## src/rtl/am_if_modulator.sv

```systemverilog
// Synthetic full-carrier AM IF source: NCO sine carrier scaled by (128 + audio),
// with a one-entry audio buffer drained at a fixed sample rate.
module am_if_modulator #(
  parameter int PHASE_W = 16,
  parameter int DIV     = 64
) (
  input  logic               clk,
  input  logic               rst_n,
  input  logic               en,
  input  logic [PHASE_W-1:0] ftw,
  input  logic [7:0]         env_in,
  input  logic               env_valid,
  output logic               env_ready,
  output logic [5:0]         ifreq,
  output logic               underrun
);
  localparam int CNT_W = (DIV > 2) ? $clog2(DIV) : 1;
  localparam logic [CNT_W-1:0] CNT_LAST = CNT_W'(DIV - 1);

  logic [PHASE_W-1:0] phase_q, phase_d;
  logic [CNT_W-1:0]   cnt_q, cnt_d;
  logic [7:0]         buf_q, buf_d;
  logic               buf_full_q, buf_full_d;
  logic               env_ready_q, env_ready_d;
  logic [7:0]         env_q, env_d;
  logic [5:0]         sine_q, sine_d;
  logic [7:0]         env1_q, env1_d;
  logic [5:0]         ifreq_q, ifreq_d;
  logic               underrun_q, underrun_d;

  logic               strobe;
  logic               xfer;
  logic [1:0]         quad;
  logic [2:0]         lut_idx;
  logic [4:0]         mag;
  logic [5:0]         sine_val;
  logic signed [14:0] s_ext, e_ext, prod, rounded;

  // Quarter-wave table; odd quadrants read it mirrored (7-i == ~i).
  always_comb begin
    quad    = phase_q[PHASE_W-1 -: 2];
    lut_idx = quad[0] ? ~phase_q[PHASE_W-3 -: 3] : phase_q[PHASE_W-3 -: 3];
    case (lut_idx)
      3'd0:    mag = 5'd3;
      3'd1:    mag = 5'd9;
      3'd2:    mag = 5'd15;
      3'd3:    mag = 5'd20;
      3'd4:    mag = 5'd24;
      3'd5:    mag = 5'd27;
      3'd6:    mag = 5'd30;
      default: mag = 5'd31;
    endcase
    sine_val = quad[1] ? -{1'b0, mag} : {1'b0, mag};
  end

  always_comb begin
    strobe   = en && (cnt_q == CNT_LAST);
    xfer     = env_valid && env_ready_q;

    phase_d  = en ? phase_q + ftw : phase_q;

    cnt_d    = cnt_q;
    if (en) cnt_d = strobe ? '0 : cnt_q + CNT_W'(1);

    buf_d      = buf_q;
    buf_full_d = buf_full_q;
    env_d      = env_q;
    if (xfer) begin
      buf_d      = env_in;
      buf_full_d = 1'b1;
    end else if (strobe && buf_full_q) begin
      // Offset-binary conversion: signed audio plus 128.
      env_d      = {~buf_q[7], buf_q[6:0]};
      buf_full_d = 1'b0;
    end
    env_ready_d = !buf_full_d;
    underrun_d  = strobe && !buf_full_q;

    sine_d  = en ? sine_val : 6'd0;
    env1_d  = env_q;

    s_ext   = {{9{sine_q[5]}}, sine_q};
    e_ext   = {7'd0, env1_q};
    prod    = s_ext * e_ext;
    rounded = prod + 15'sd128;
    ifreq_d = 6'(rounded >>> 8);
  end

  always_ff @(posedge clk or negedge rst_n) begin
    if (!rst_n) begin
      phase_q     <= '0;
      cnt_q       <= '0;
      buf_q       <= '0;
      buf_full_q  <= 1'b0;
      env_ready_q <= 1'b1;
      env_q       <= 8'd128;
      sine_q      <= '0;
      env1_q      <= 8'd128;
      ifreq_q     <= '0;
      underrun_q  <= 1'b0;
    end else begin
      phase_q     <= phase_d;
      cnt_q       <= cnt_d;
      buf_q       <= buf_d;
      buf_full_q  <= buf_full_d;
      env_ready_q <= env_ready_d;
      env_q       <= env_d;
      sine_q      <= sine_d;
      env1_q      <= env1_d;
      ifreq_q     <= ifreq_d;
      underrun_q  <= underrun_d;
    end
  end

  assign env_ready = env_ready_q;
  assign ifreq     = ifreq_q;
  assign underrun  = underrun_q;

endmodule
```

## config.mk

```make
export PLATFORM = sky130hd
export DESIGN_NAME = am_if_modulator
export DESIGN_NICKNAME = d
export VERILOG_FILES = /design/src/rtl/am_if_modulator.sv
export SDC_FILE = /design/constraint.sdc
export NUM_CORES = 1
export LEC_CHECK = 0
export ABC_AREA = 0
export BUFFER_PORTS_ARGS = -buffer_cell sky130_fd_sc_hd__buf_2
export CAP_MARGIN = 25
export CORE_ASPECT_RATIO = 0.8
export CORE_MARGIN = 1
export CORE_UTILIZATION = 55
export CTS_CLUSTER_DIAMETER = 200
export CTS_CLUSTER_SIZE = 16
export DETAILED_ROUTE_END_ITERATION = 8
export PLACE_DENSITY = 0.76
export SYNTH_ARGS = -nofsm -noshare
export SYNTH_HDL_FRONTEND = slang
export SYNTH_SLANG_ARGS = --single-unit
```

## constraint.sdc

```tcl
create_clock -name clk -period 12 [get_ports clk]
set_input_delay 0.6 -clock clk [delete_from_list [all_inputs] [get_ports clk]]
set_output_delay 0.6 -clock clk [all_outputs]
set_load 0.02 [all_outputs]
```

==> impl_metrics.env, run 1 <==
export IMPL_register_area_um2=1530
export IMPL_grt_first_pass_wirelength_mm=14.59
export IMPL_slew_headroom_pct=49.82
export IMPL_ctsHoldBuffers=0
export IMPL_drive_gt1_share_pct=18.32
export IMPL_antenna_found_initial=0
export IMPL_synth_main_ff_cell="dfrtp_1"
export IMPL_syn2layout_area_growth_pct=10.93
export IMPL_setup_viol_count_final=0
export IMPL_antenna_cells=0
export IMPL_leakagePower_nw=2.430
export IMPL_post_drt_wl_per_cell_um=14.56
export IMPL_clock_sinks=61
export IMPL_whs_ps=374.4
export IMPL_dp_hpwl_mm=6.408
export IMPL_place_area_um2=4637
export IMPL_synth_nets=519
export IMPL_cp_cell_sequence="and2_1, fa_1, inv_1, fa_1, inv_1, fa_1, inv_1, fa_1, inv_1, ha_1, nand4_1, o41ai_2, and3_1, nor3_1, o21bai_1, xor2_1"
export IMPL_max_cap_violations=0
export IMPL_ant_nets=0
export IMPL_nets=557
export IMPL_async_reset_ff_share_pct=100.0
export IMPL_top_usage_layer="met2"
export IMPL_synth_most_common_cell="dfrtp_1"
export IMPL_crit_fanout=8
export IMPL_post_cts_resized=0
export IMPL_vias_per_cell=5.431
export IMPL_min_path_cells=0
export IMPL_route_detailed_drc=0
export IMPL_cts_root_buf="clkbuf_8"
export IMPL_fin_tns_setup_ps=0
export IMPL_ir_drop_uv=123.7
export IMPL_gr_usage_met1_pct=33.26
export IMPL_critPathRequiredTime_ps=12260
export IMPL_status="complete, no violations"
export IMPL_gp_congestion=0.8582
export IMPL_ys_ff_latch=61
export IMPL_globalRoute_totalOverflow=0
export IMPL_cts_tree="built"
export IMPL_synth_edf_count=0
export IMPL_fin_util_pct=64.40
export IMPL_cts_path_max_buffers=2
export IMPL_worst_setup_path_start_kind="flop"
export IMPL_postCtsSetupRepairBufs=0
export IMPL_synth_avg_cell_area_um2=10.39
export IMPL_synth_area_um2=4373
export IMPL_hp_class="flop to flop"
export IMPL_core_um2=7532
export IMPL_initial_core_util_pct=58.06
export IMPL_die_area_um2=8314
export IMPL_grt_pass1_vias=3068
export IMPL_slew_violations=0
export IMPL_synth_cell_type_count=45
export IMPL_worstSetupEndpointType="flop"
export IMPL_synth_warnings=0
export IMPL_p_per_area_nw_per_um2=228.0
export IMPL_synth_top_cell_by_area="dfrtp_1"
export IMPL_use_met3_pct=4.681
export IMPL_multi_input_area_um2=2654
export IMPL_grt_use_total_pct=23.34
export IMPL_synthCells=421
export IMPL_routed_wl_mm=8.286
export IMPL_rsz0062_at_grt="no"
export IMPL_cts_buffers=9
export IMPL_ys_seq_area_share_pct=34.99
export IMPL_drtIter0Drc=150
export IMPL_r2r_cells=16
export IMPL_die_h_um=81.76
export IMPL_cts_max_level=3
export IMPL_arrival_ps=4550
export IMPL_fmax_mhz=232.7
export IMPL_synthTopCellsByArea="dfrtp_1 33%, ha_1 13%, fa_1 11%, mux2_2 7.0%, and2_1 4.0%"
export IMPL_fill_cells=622
export IMPL_max_stage_delay_ps=540
export IMPL_fp_dieW_um=101.7
export IMPL_place_port_buffers=35
export IMPL_hold_viol_final=0
export IMPL_met2_usage_pct=36.76
export IMPL_fin_crit_ps=4298
export IMPL_drt_first_pass_iters=4
export IMPL_boundaryPins=36
export IMPL_synth_common_cells="58 x dfrtp_1, 45 x ha_1, 37 x inv_1, 29 x nor2_1, 28 x and2_1"
export IMPL_clk_pin_slew_worst_paths_ps=70
export IMPL_max_slew_worst_pin_slew_ps=752.7
export IMPL_slowest_stage="fa_1"
export IMPL_criticalPathCategory="flop to flop"
export IMPL_fin_skew_ps=9.884
export IMPL_synth_top_area_share_pct=33.19
export IMPL_period_share_pct=35.82
export IMPL_floorplan_rows=28
export IMPL_clk_latency_ps=330
export IMPL_vias=3090
export IMPL_grt_max_degree=62
export IMPL_final_area_um2=4851
## worst paths after layout
path	start	to	slack, ps
setup / recovery	sine_q[2]$_DFF_PN0_	ifreq[3]$_DFF_PN0_	7700
hold / removal	env1_d[7]$_DFFE_PN1P_	env1_q[7]$_DFF_PN1_	370
setup reg to reg	sine_q[2]$_DFF_PN0_	ifreq[3]$_DFF_PN0_	7700
hold reg to reg	env1_d[7]$_DFFE_PN1P_	env1_q[7]$_DFF_PN1_	370
max in group asynchronous	rst_n	buf_q[4]$_DFFE_PN0P_	11080
min in group asynchronous	rst_n	phase_q[8]$_DFFE_PN0P_	410
## kinds of logic after synthesis
logic type / synth area share (%)
compound gates: 9.556
xor+xnor: 4.607
fa+ha+maj: 24.32
buf+inv: 4.320
flops: 34.99
mux: 7.411
simple gates: 14.79
## per-stage QoR
step | std cells | setup slack, ps | total power [mW]
5_1_grt | 569 | 7427 | 1.213
2_1_floorplan | 421 | 7970 | 0.7823
4_1_cts | 569 | 7700 | 1.114
6_report | 569 | 7702 | 1.106
3_5_place_dp | 553 | 7712 | 0.9066
3_3_place_gp | 553 | 7806 | 0.8830
## where the power goes
part	switching [mW]	leakage [nW]	total, mW	internal [mW]
registers	0.0802	0.753	0.367	0.286
clock network	0.0821	0.107	0.199	0.117
logic	0.288	1.57	0.540	0.252
total	0.451	2.43	1.11	0.655
## layout by cell type (no fill, tap or decap), types with 3 or more instances in the layout
master,n
dfrtp_1,58
ha_1,45
inv_1,37
buf_2,35
nor2_1,29
and2_1,28
nand2_1,27
mux2_2,27
fa_1,25
a21oi_1,23
xnor2_1,15
o21ai_0,13
nand3_1,12
clkbuf_8,9
xor2_1,8
nand2b_1,7
nand4_1,6
and3_1,6
a21o_1,3
nor3_1,3
a31oi_1,3
o21bai_1,3
o211ai_1,3
a211o_1,3
dfstp_2,3
## state kept, by name, summed over array words and instances, names as in the netlist
| signal | cells |
|---|---|
| phase_q | 16 |
| env1_q | 8 |
| env_ready | 1 |
| sine_q | 6 |
| underrun | 1 |
| buf_full_q | 1 |
| env1_d | 8 |
| buf_q | 8 |
| ifreq | 6 |
| cnt_q | 6 |
## routing by layer
metal | vias up | routed length, um
met2 | 78 | 3769
met3 | 5 | 449
met5 | - | 0
li1 | 1521 | -
met4 | 0 | 48
met1 | 1486 | 4020
## critical path: cells and delay by family, from the launching register on
| kind | cells | cell delay, ps |
|---|---|---|
| buf+inv | 4 | 190 |
| simple gates | 4 | 640 |
| xor+xnor | 1 | 160 |
| compound gates | 2 | 480 |
| fa+ha+maj | 5 | 2290 |
| flops | 1 | 450 |
## final cells by class
cell class / instances / area share, %
Clock inverter: 6 / 1.780
Timing Repair Buffer: 36 / 3.766
Multi-Input combinational cell: 314 / 54.71
Inverter: 37 / 2.863
Clock buffer: 10 / 2.631
Sequential cell: 61 / 31.55
Tap cell: 105 / 2.708
Note: power is estimated with default switching activity, not from simulation.
==> run 2, diff against run 1 <==
--- a/config.mk
+++ b/config.mk
@@ -14,7 +14,7 @@
 export CTS_CLUSTER_DIAMETER = 200
 export CTS_CLUSTER_SIZE = 16
 export DETAILED_ROUTE_END_ITERATION = 8
-export PLACE_DENSITY = 0.76
+export PLACE_DENSITY = 0.79
 export SYNTH_ARGS = -nofsm -noshare
 export SYNTH_HDL_FRONTEND = slang
 export SYNTH_SLANG_ARGS = --single-unit
==> constraint.sdc (replaced) <==
create_clock -name clk -period 3.8 [get_ports clk]
set_input_delay 0.19 -clock clk [delete_from_list [all_inputs] [get_ports clk]]
set_output_delay 0.19 -clock clk [all_outputs]
set_load 0.02 [all_outputs]
==> run 2 against run 1 <==
Against the previous run:
- the run now ends with negative hold slack, negative setup slack left
- non-clock buffer count grew 21
- sequential power increased to 3.1 times the previous value
- maximum frequency about the same
- clock power rose to 3.4 times the previous value
- sequential share of layout area shrank 1.5 points
- routed wire length grew 7.6%
- critical endpoint unchanged
==> impl_metrics.env, run 2 (synthesis results as in run 1) <==
export IMPL_status="finished with violations"
export IMPL_violations="negative hold slack, negative setup slack"
export IMPL_critPathRequiredTime_ps=4060
export IMPL_max_slew_worst_pin_slew_ps=742.5
export IMPL_cts_max_level=3
export IMPL_pre_cts_ws_ps=-369.6
export IMPL_hp_class="primary input to async pin"
export IMPL_r2r_cells=16
export IMPL_hold_viol_final=16
export IMPL_gp_congestion=0.8662
export IMPL_cts_buffers=9
export IMPL_max_cap_violations=0
export IMPL_final_cell_mix="58 x dfrtp_1, 45 x ha_1, 35 x inv_1, 35 x buf_2"
export IMPL_grt_max_degree=62
export IMPL_grt_use_total_pct=25.10
export IMPL_dp_cells=570
export IMPL_route_detailed_drc=0
export IMPL_initial_core_util_pct=58.06
export IMPL_rrSetupSlack_ps=-500
export IMPL_fmax_mhz=232.8
export IMPL_cts_path_max_buffers=2
export IMPL_worstSetupEndpointType="flop"
export IMPL_setup_viol_count_final=6
export IMPL_slew_headroom_pct=50.50
export IMPL_arrival_ps=4550
export IMPL_boundaryPins=36
export IMPL_slew_violations=0
export IMPL_final_common_cell="dfrtp_1"
export IMPL_cp_cell_sequence="and2_4, fa_1, inv_2, fa_1, inv_2, fa_1, inv_1, fa_1, inv_1, ha_1, nand4_1, o41ai_4, and3_4, nor3_2, o21bai_1, xor2_1"
export IMPL_layout_setup_ws_ps=-496.3
export IMPL_r2r_end="ifreq[3]$_DFF_PN0_"
export IMPL_ir_drop_uv=410.5
export IMPL_core_um2=7532
export IMPL_clkPwrFrac_pct=18.0
export IMPL_internal_power_mw=2.174
export IMPL_power_frac_comb_pct=51.8
export IMPL_drive_gt1_share_pct=24.95
export IMPL_p_seq_share_pct=30.2
export IMPL_vias_per_cell=5.488
export IMPL_instances_no_fill=590
export IMPL_syn2layout_area_growth_pct=16.51
export IMPL_leakagePower_nw=2.584
export IMPL_final_area_um2=5095
export IMPL_path_common_cell="fa_1"
export IMPL_grt_first_pass_wirelength_mm=15.86
export IMPL_netSwitchingPower_mw=1.545
export IMPL_globalRoute_totalOverflow=0
export IMPL_max_stage_delay_ps=540
export IMPL_fin_skew_ps=9.896
export IMPL_place_area_um2=4767
export IMPL_clk_pin_slew_worst_paths_ps=80
export IMPL_fill_cells=572
export IMPL_drt_first_pass_iters=4
export IMPL_grt_pass1_vias=3454
export IMPL_p_per_area_nw_per_um2=730.1
export IMPL_antenna_cells=0
export IMPL_p_total_mw=3.720
export IMPL_ant_nets=0
export IMPL_criticalPathCategory="flop to flop"
export IMPL_whs_ps=-16.81
export IMPL_place_port_buffers=35
export IMPL_largest_register_ffs=16
export IMPL_cts_root_buf="clkbuf_8"
export IMPL_clock_sinks=61
export IMPL_die_h_um=81.76
export IMPL_antenna_found_initial=0
export IMPL_routed_wl_mm=8.916
export IMPL_ctsHoldBuffers=0
export IMPL_floorplan_rows=28
export IMPL_die_area_um2=8314
export IMPL_worst_setup_path_start_kind="flop"
export IMPL_period_share_pct=113.1
export IMPL_drtIter0Drc=174
export IMPL_fin_tns_setup_ps=-2165
export IMPL_regToRegStartpoint="sine_q[2]$_DFF_PN0_"
export IMPL_switching_share_pct=41.54
export IMPL_crit_fanout=3
export IMPL_post_drt_wl_per_cell_um=15.11
export IMPL_fin_crit_ps=4296
export IMPL_rsz0062_at_grt="yes"
export IMPL_fp_dieW_um=101.7
export IMPL_vias=3238
export IMPL_fin_util_pct=67.64
export IMPL_slowest_stage="fa_1"
export IMPL_top_register="phase_q"
export IMPL_nets=578
export IMPL_dp_hpwl_mm=6.576
export IMPL_clk_latency_ps=340
export IMPL_cts_tree="built"
[run 2: changes by cell type in the layout (fill, tap and decap cells not counted), sizes merged]
| cell | before | now |
|---|---|---|
| buf | 36 | 57 |
| clkbuf | 10 | 9 |
| clkinv | 2 | 0 |
| clkinvlp | 1 | 0 |
| inv | 38 | 42 |
[run 2: how the worst max path moves through the flow]
stage                   startpoint            endpoint  slack, ps  cells after the start
4_1_cts        sine_q[2]$_DFF_PN0_  ifreq[5]$_DFF_PN0_       -350                     16
3_3_place_gp   sine_q[2]$_DFF_PN0_  ifreq[5]$_DFF_PN0_       -230                     16
6_report       sine_q[2]$_DFF_PN0_  ifreq[3]$_DFF_PN0_       -500                     16
3_5_place_dp   env1_q[0]$_DFF_PN0_  ifreq[3]$_DFF_PN0_       -370                     15
5_1_grt        env1_q[3]$_DFF_PN0_  ifreq[3]$_DFF_PN0_       -670                     16
2_1_floorplan  sine_q[2]$_DFF_PN0_  ifreq[3]$_DFF_PN0_       -220                     16
[run 2: timing repair]
action	in CTS	in global routing
resized for setup	9	9
pin swaps	7	3
buffers inserted	7	0
setup endpoints to repair	6	6
[run 2: layout make-up]
class / instances / area [um2] / area share (%)
multi-input cells: 314 / 2723 / 53.44
flip-flops and latches: 61 / 1530 / 30.03
repair buffers: 57 / 344.1 / 6.753
inverters: 37 / 138.9 / 2.726
well taps: 105 / 131.4 / 2.579
clock buffers: 9 / 123.9 / 2.431
clock inverters: 7 / 103.9 / 2.038
[run 2: power by group through the flow]
stage | Sequential, mW | Combinational [mW] | Clock [mW]
6_report | 1.12 | 1.93 | 0.669
5_1_grt | 1.16 | 2.18 | 0.710
4_1_cts | 1.12 | 1.87 | 0.681
3_5_place_dp | 1.13 | 1.81 | 0
3_3_place_gp | 1.11 | 1.73 | 0
2_1_floorplan | 1.08 | 1.39 | 0
[run 2: worst max-delay path: cells and delay by family (launching register included)]
kind	cells	cell delay, ps
AOI/OAI and AO/OA	2	550
xor gates and xnor gates	1	190
adders and majority gates	5	2330
buffers and inverters	4	170
DFF	1	380
and+or+nand+nor	4	600
[run 2: metal layers]
layer	track usage [%]	wire length, um	part of all wire [%]	vias to the layer above
met5	0	0	0	-
met3	4.085	372	4.2	15
met4	9.565	144	1.6	0
met1	33.28	4131	46	1576
met2	41.69	4267	48	83
li1	-	-	-	1564
